## src/rtl/button_arbiter.sv

```systemverilog
// button_arbiter: accepts one debounced button press at a time, echoes it on led_echo
// and reports its id on release via valid/ready. Define BTN_RR_ARB_EN for round-robin grant.
module button_arbiter #(
  parameter int NUM_BTN  = 4,
  parameter int ID_W     = 2,
  parameter int HOLD_W   = 16,
  parameter int MAX_HOLD = 50000
) (
  input  logic               clk,
  input  logic               n_reset,
  input  logic [NUM_BTN-1:0] btn_level,
  input  logic               enable,
  output logic               evt_valid,
  input  logic               evt_ready,
  output logic [ID_W-1:0]    evt_id,
  output logic [NUM_BTN-1:0] led_echo,
  output logic               busy,
  output logic               stuck,
  output logic               multi_err
);

  typedef enum logic [2:0] {
    IDLE   = 3'd0,
    HELD   = 3'd1,
    REPORT = 3'd2,
    STUCK  = 3'd3,
    QUIET  = 3'd4
  } state_e;

  localparam logic [HOLD_W-1:0]  HOLD_LAST = HOLD_W'(MAX_HOLD - 1);
  localparam logic [NUM_BTN-1:0] ONE       = NUM_BTN'(1);

  state_e             state_q, state_d;
  logic [NUM_BTN-1:0] btn_q, btn_d;
  logic [NUM_BTN-1:0] led_q, led_d;
  logic [ID_W-1:0]    grant_q, grant_d;
  logic [ID_W-1:0]    evt_id_q, evt_id_d;
  logic               evt_valid_q, evt_valid_d;
  logic               stuck_q, stuck_d;
  logic               multi_q, multi_d;
  logic [HOLD_W-1:0]  hold_q, hold_d;

  logic [NUM_BTN-1:0] rise;
  logic [ID_W-1:0]    pick;
  logic [NUM_BTN-1:0] pick_oh;
  logic               take;

  assign rise    = btn_level & ~btn_q;
  assign take    = (state_q == IDLE) && enable && (|rise);
  assign pick_oh = ONE << pick;

`ifdef BTN_RR_ARB_EN
  logic [ID_W-1:0] last_q, last_d;

  // Scan offsets from farthest to nearest so the nearest rise after last_grant wins.
  always_comb begin
    int unsigned idx;
    pick = '0;
    for (int unsigned i = NUM_BTN; i > 0; i--) begin
      idx = (32'(last_q) + i) % NUM_BTN;
      if (|(rise & (ONE << idx))) pick = ID_W'(idx);
    end
  end

  assign last_d = take ? pick : last_q;

  always_ff @(posedge clk) begin
    if (!n_reset) last_q <= ID_W'(NUM_BTN - 1);
    else          last_q <= last_d;
  end
`else
  always_comb begin
    pick = '0;
    for (int unsigned i = NUM_BTN; i > 0; i--) begin
      if (|(rise & (ONE << (i - 1)))) pick = ID_W'(i - 1);
    end
  end
`endif

  always_comb begin
    state_d     = state_q;
    btn_d       = btn_level;
    led_d       = led_q;
    grant_d     = grant_q;
    evt_id_d    = evt_id_q;
    evt_valid_d = evt_valid_q;
    stuck_d     = stuck_q;
    multi_d     = 1'b0;
    hold_d      = hold_q;
    case (state_q)
      IDLE: begin
        if (take) begin
          grant_d = pick;
          led_d   = pick_oh;
          hold_d  = '0;
          multi_d = |(rise & (rise - ONE));
          state_d = HELD;
        end
      end
      HELD: begin
        if (hold_q != HOLD_LAST) hold_d = hold_q + HOLD_W'(1);
        multi_d = |(rise & ~led_q);
        // led_q holds the one-hot grant here, so it doubles as the release mask
        if (!(|(btn_level & led_q))) begin
          led_d       = '0;
          evt_id_d    = grant_q;
          evt_valid_d = 1'b1;
          state_d     = REPORT;
        end else if (!enable) begin
          led_d   = '0;
          state_d = QUIET;
        end else if (hold_q == HOLD_LAST) begin
          led_d   = '0;
          stuck_d = 1'b1;
          state_d = STUCK;
        end
      end
      REPORT: begin
        if (evt_valid_q && evt_ready) begin
          evt_valid_d = 1'b0;
          state_d     = QUIET;
        end
      end
      STUCK: begin
        if (btn_level == '0) begin
          stuck_d = 1'b0;
          state_d = IDLE;
        end
      end
      QUIET: begin
        if (btn_level == '0) state_d = IDLE;
      end
      default: begin
        led_d       = '0;
        evt_valid_d = 1'b0;
        stuck_d     = 1'b0;
        state_d     = IDLE;
      end
    endcase
  end

  always_ff @(posedge clk) begin
    if (!n_reset) begin
      state_q     <= IDLE;
      btn_q       <= '1;
      led_q       <= '0;
      grant_q     <= '0;
      evt_id_q    <= '0;
      evt_valid_q <= 1'b0;
      stuck_q     <= 1'b0;
      multi_q     <= 1'b0;
      hold_q      <= '0;
    end else begin
      state_q     <= state_d;
      btn_q       <= btn_d;
      led_q       <= led_d;
      grant_q     <= grant_d;
      evt_id_q    <= evt_id_d;
      evt_valid_q <= evt_valid_d;
      stuck_q     <= stuck_d;
      multi_q     <= multi_d;
      hold_q      <= hold_d;
    end
  end

  assign evt_valid = evt_valid_q;
  assign evt_id    = evt_id_q;
  assign led_echo  = led_q;
  assign busy      = (state_q != IDLE);
  assign stuck     = stuck_q;
  assign multi_err = multi_q;

endmodule

```

## config.mk

```make
export PLATFORM = sky130hd
export DESIGN_NAME = button_arbiter
export DESIGN_NICKNAME = d
export VERILOG_FILES = /design/src/rtl/button_arbiter.sv
export SDC_FILE = /design/constraint.sdc
export NUM_CORES = 1
export LEC_CHECK = 0
export CAP_MARGIN = 10
export CORE_ASPECT_RATIO = 1.25
export CORE_UTILIZATION = 47
export DETAILED_ROUTE_END_ITERATION = 12
export GPL_ROUTABILITY_DRIVEN = 0
export PLACE_DENSITY = 0.64
export SETUP_SLACK_MARGIN = 0.15
export SYNTH_ARGS = -nofsm -noshare
export SYNTH_HDL_FRONTEND = slang
export SYNTH_SLANG_ARGS = --single-unit
```

## constraint.sdc

```tcl
create_clock -name clk -period 1.9 [get_ports clk]
set_input_delay 0.38 -clock clk [delete_from_list [all_inputs] [get_ports clk]]
set_output_delay 0.38 -clock clk [all_outputs]
set_load 0.03 [all_outputs]
```

==> impl_metrics.toml <==
[status]
status = "finished, final reports clean"

[detailed_routing]
detail-route-antenna-nets = 0
detail_route.vias_per_cell = 5.590
wl_per_cell_um = 14.39
wl_um = 4073
drtIter0Drc = 72
vias = 1582
firstDrtPassIters = 4
drc = 0

[power]
total_power_mw = 2.228
peakVddDrop_mv = 0.7073
p_per_area_nw_per_um2 = 970.4
leakagePower_nw = 0.9843

[synth]
synthCells = 197
synth_cell_type_count = 51
yosysTopAreaCell = "dfxtp_1"
synth_async_sr_flop_share = 0
ys.warnings.count = 0
synth-compound-area-share = 0.1628
yosysSeqAreaShare = 0.3902
synth.area.mux_share = 0.02869
synth_area_leaders = "dfxtp_1, xor2_1, nand2_1"
synth_top_area_frac = 0.3902
synth-adder-area-share = 0.007174
synthesis.nets = 206
synth_xor_area_frac = 0.07030
synth_edf_count = 0
synth_top_family_by_area = "simple AND/OR/NAND/NOR gates"
synth_simple_gate_area_frac = 0.3042
synth_flop_cell = "dfxtp_1"
ys_ff_latch = 34
synthesis.area_um2 = 1744
avgSynthCellArea_um2 = 8.854

[sta]
tightest_slew_ps = 331.0
setup_viol = 0
slew_headroom = 0.7762
period_needed_ps = 1683
fin_crit_sh = 0.8857
rsz0062_at_grt = "false"
finalHoldViolCount = 0
finalMaxSlewViolations = 0
timing.fmax_ghz = 0.5942
clock-skew-final_ps = 2.700

[cells_and_area]
syn_to_final_growth_pct = 31.64
fin_nets = 253
final_area_um2 = 2296
antennaDiodeCount = 0
drive_above_1_share = 0.2213

[clock_tree]
cts.clk_slew.worst_paths_ps = 60
cts_made_buffers = 5
worst_skew_pair.late_latency_ps = 280
cts_max_path_buffers = 2
clock-sinks = 34
cts_tree = "done"
hold_buffers = 0
cts-root-buf = "clkbuf_8"
htreeDepth = 2

[global_routing]
antenna_found_initial = 0
grt_usage = 0.2228
grt_pass1_vias = 1588
grt_pass1_wl_um = 6927
grt-ovfl-total = 0
grt_max_degree = 15

[setup_path]
worstPathRequired_ps = 1520
cp-end-kind = "primary output"
crit_fanout = 9
cp-start-kind = "flop"
critPathKind = "reg2out"
cp.arrival_ps = 1300

[place]
dp_hpwl_um = 3055
io_buffers = 17
placed_area_um2 = 2136

[floorplan]
die_area_um2 = 3960
start_util = 0.4964
row_count = 24
fp.dieH_um = 70.11
io-pin-count = 18
die_w_um = 56.49
fp.coreArea_um2 = 3513

[flow_run]
maxCapViolCount = 0

[hold_path]
worstHoldPathType = "reg2reg"
-- power breakdown --
part           total, mW  switching [mW]  leakage [nW]  internal, mW
clock network      0.666           0.247        0.0573         0.419
registers          0.844          0.0716         0.277         0.772
logic              0.718           0.403         0.650         0.315
-- placed cells by master, fill, tap and decap left out, types with 3 or more instances in the layout --
cell type	synthesis	routed
nand3_1	11	11
nand2b_1	8	7
a21boi_0	3	3
and3_1	4	4
nor2_1	20	20
dfxtp_1	34	32
xor2_1	13	13
mux2i_1	5	5
buf_4	0	32
nand4_1	6	6
and4_1	5	3
inv_1	3	3
clkbuf_8	0	6
dlygate4sd2_1	0	8
o21ai_0	9	9
a21oi_1	4	4
clkdlybuf4s50_1	0	7
nand2_1	20	19
nor3_1	4	4
-- timing repair --
action,CTS,global route
resized for setup,12,8
pin swaps,3,1
endpoints found under the setup margin,31,15
setup buffers,2,0
-- stage by stage --
stage               setup TNS [ps]  worst slack (ps)  hold slack, ps  instances  utilization
floorplan                        0             155.7           441.2        197            -
global placement             -4234            -255.1           449.2        274       0.6079
detailed placement           -5303            -266.6           463.8        274       0.6079
CTS                              0             153.6           473.3        283       0.6471
global route                     0             149.5           502.3        283       0.6535
finish                           0             217.2           464.8        283       0.6535
-- cell families (layout without fill, tap and decap cells) --
family | Yosys count | in the layout
compound gates | 35 | 35
xor+xnor | 14 | 14
fa+ha+maj | 1 | 1
buf+inv | 12 | 59
flops | 34 | 34
mux | 5 | 5
simple gates | 96 | 96
-- worst paths after layout --
check,from,cells after the start,end,slack [ps]
hold / removal,evt_id[1]$_SDFFE_PN0P_,2,evt_id[1]$_SDFFE_PN0P_,460
setup / recovery,state_q[2]$_SDFFE_PN0P_,3,busy,220
setup reg to reg,hold_q[0]$_SDFFE_PN0P_,6,state_q[0]$_SDFFE_PN0P_,250
hold reg to reg,evt_id[1]$_SDFFE_PN0P_,2,evt_id[1]$_SDFFE_PN0P_,460
-- final cells by class --
class                   count  area, um2
fillers                   305       1217
inverters                   3      11.26
clock inverters             1      30.03
multi-input cells         151       1035
well taps                  39      48.80
flip-flops and latches     34      683.2
repair buffers             49      405.4
clock buffers               6      82.58
-- registers in the layout, indices dropped and copies added, names as in the netlist --
signal	flops
led_echo	4
hold_q	16
stuck	1
btn_q	4
evt_id	2
multi_err	1
evt_valid	1
grant_q	2
state_q	3
-- Yosys cell counts, types with 4 or more instances --
library cell,n
and4_1,5
mux2i_1,5
nand4_1,6
nand2b_1,8
xor2_1,13
dfxtp_1,34
o21ai_0,9
and3_1,4
nor2_1,20
a21oi_1,4
nand3_1,11
clkbuf_1,4
nand2_1,20
nor3_1,4
-- worst max-delay path, stage by stage, from the launching register on --
cell,delay (ps)
dfxtp_2,380
nor3_4,210
inv_1,80
dlygate4sd2_1,360
-- metal layers --
layer | track usage | share of wire | wire length, um
met3 | 0.05370 | 0.028 | 115
met2 | 0.4170 | 0.55 | 2233
met4 | 0.09214 | 0.025 | 101
met1 | 0.2303 | 0.40 | 1623
met5 | 0 | 0 | 0
Note: power is estimated with default switching activity, not from simulation.
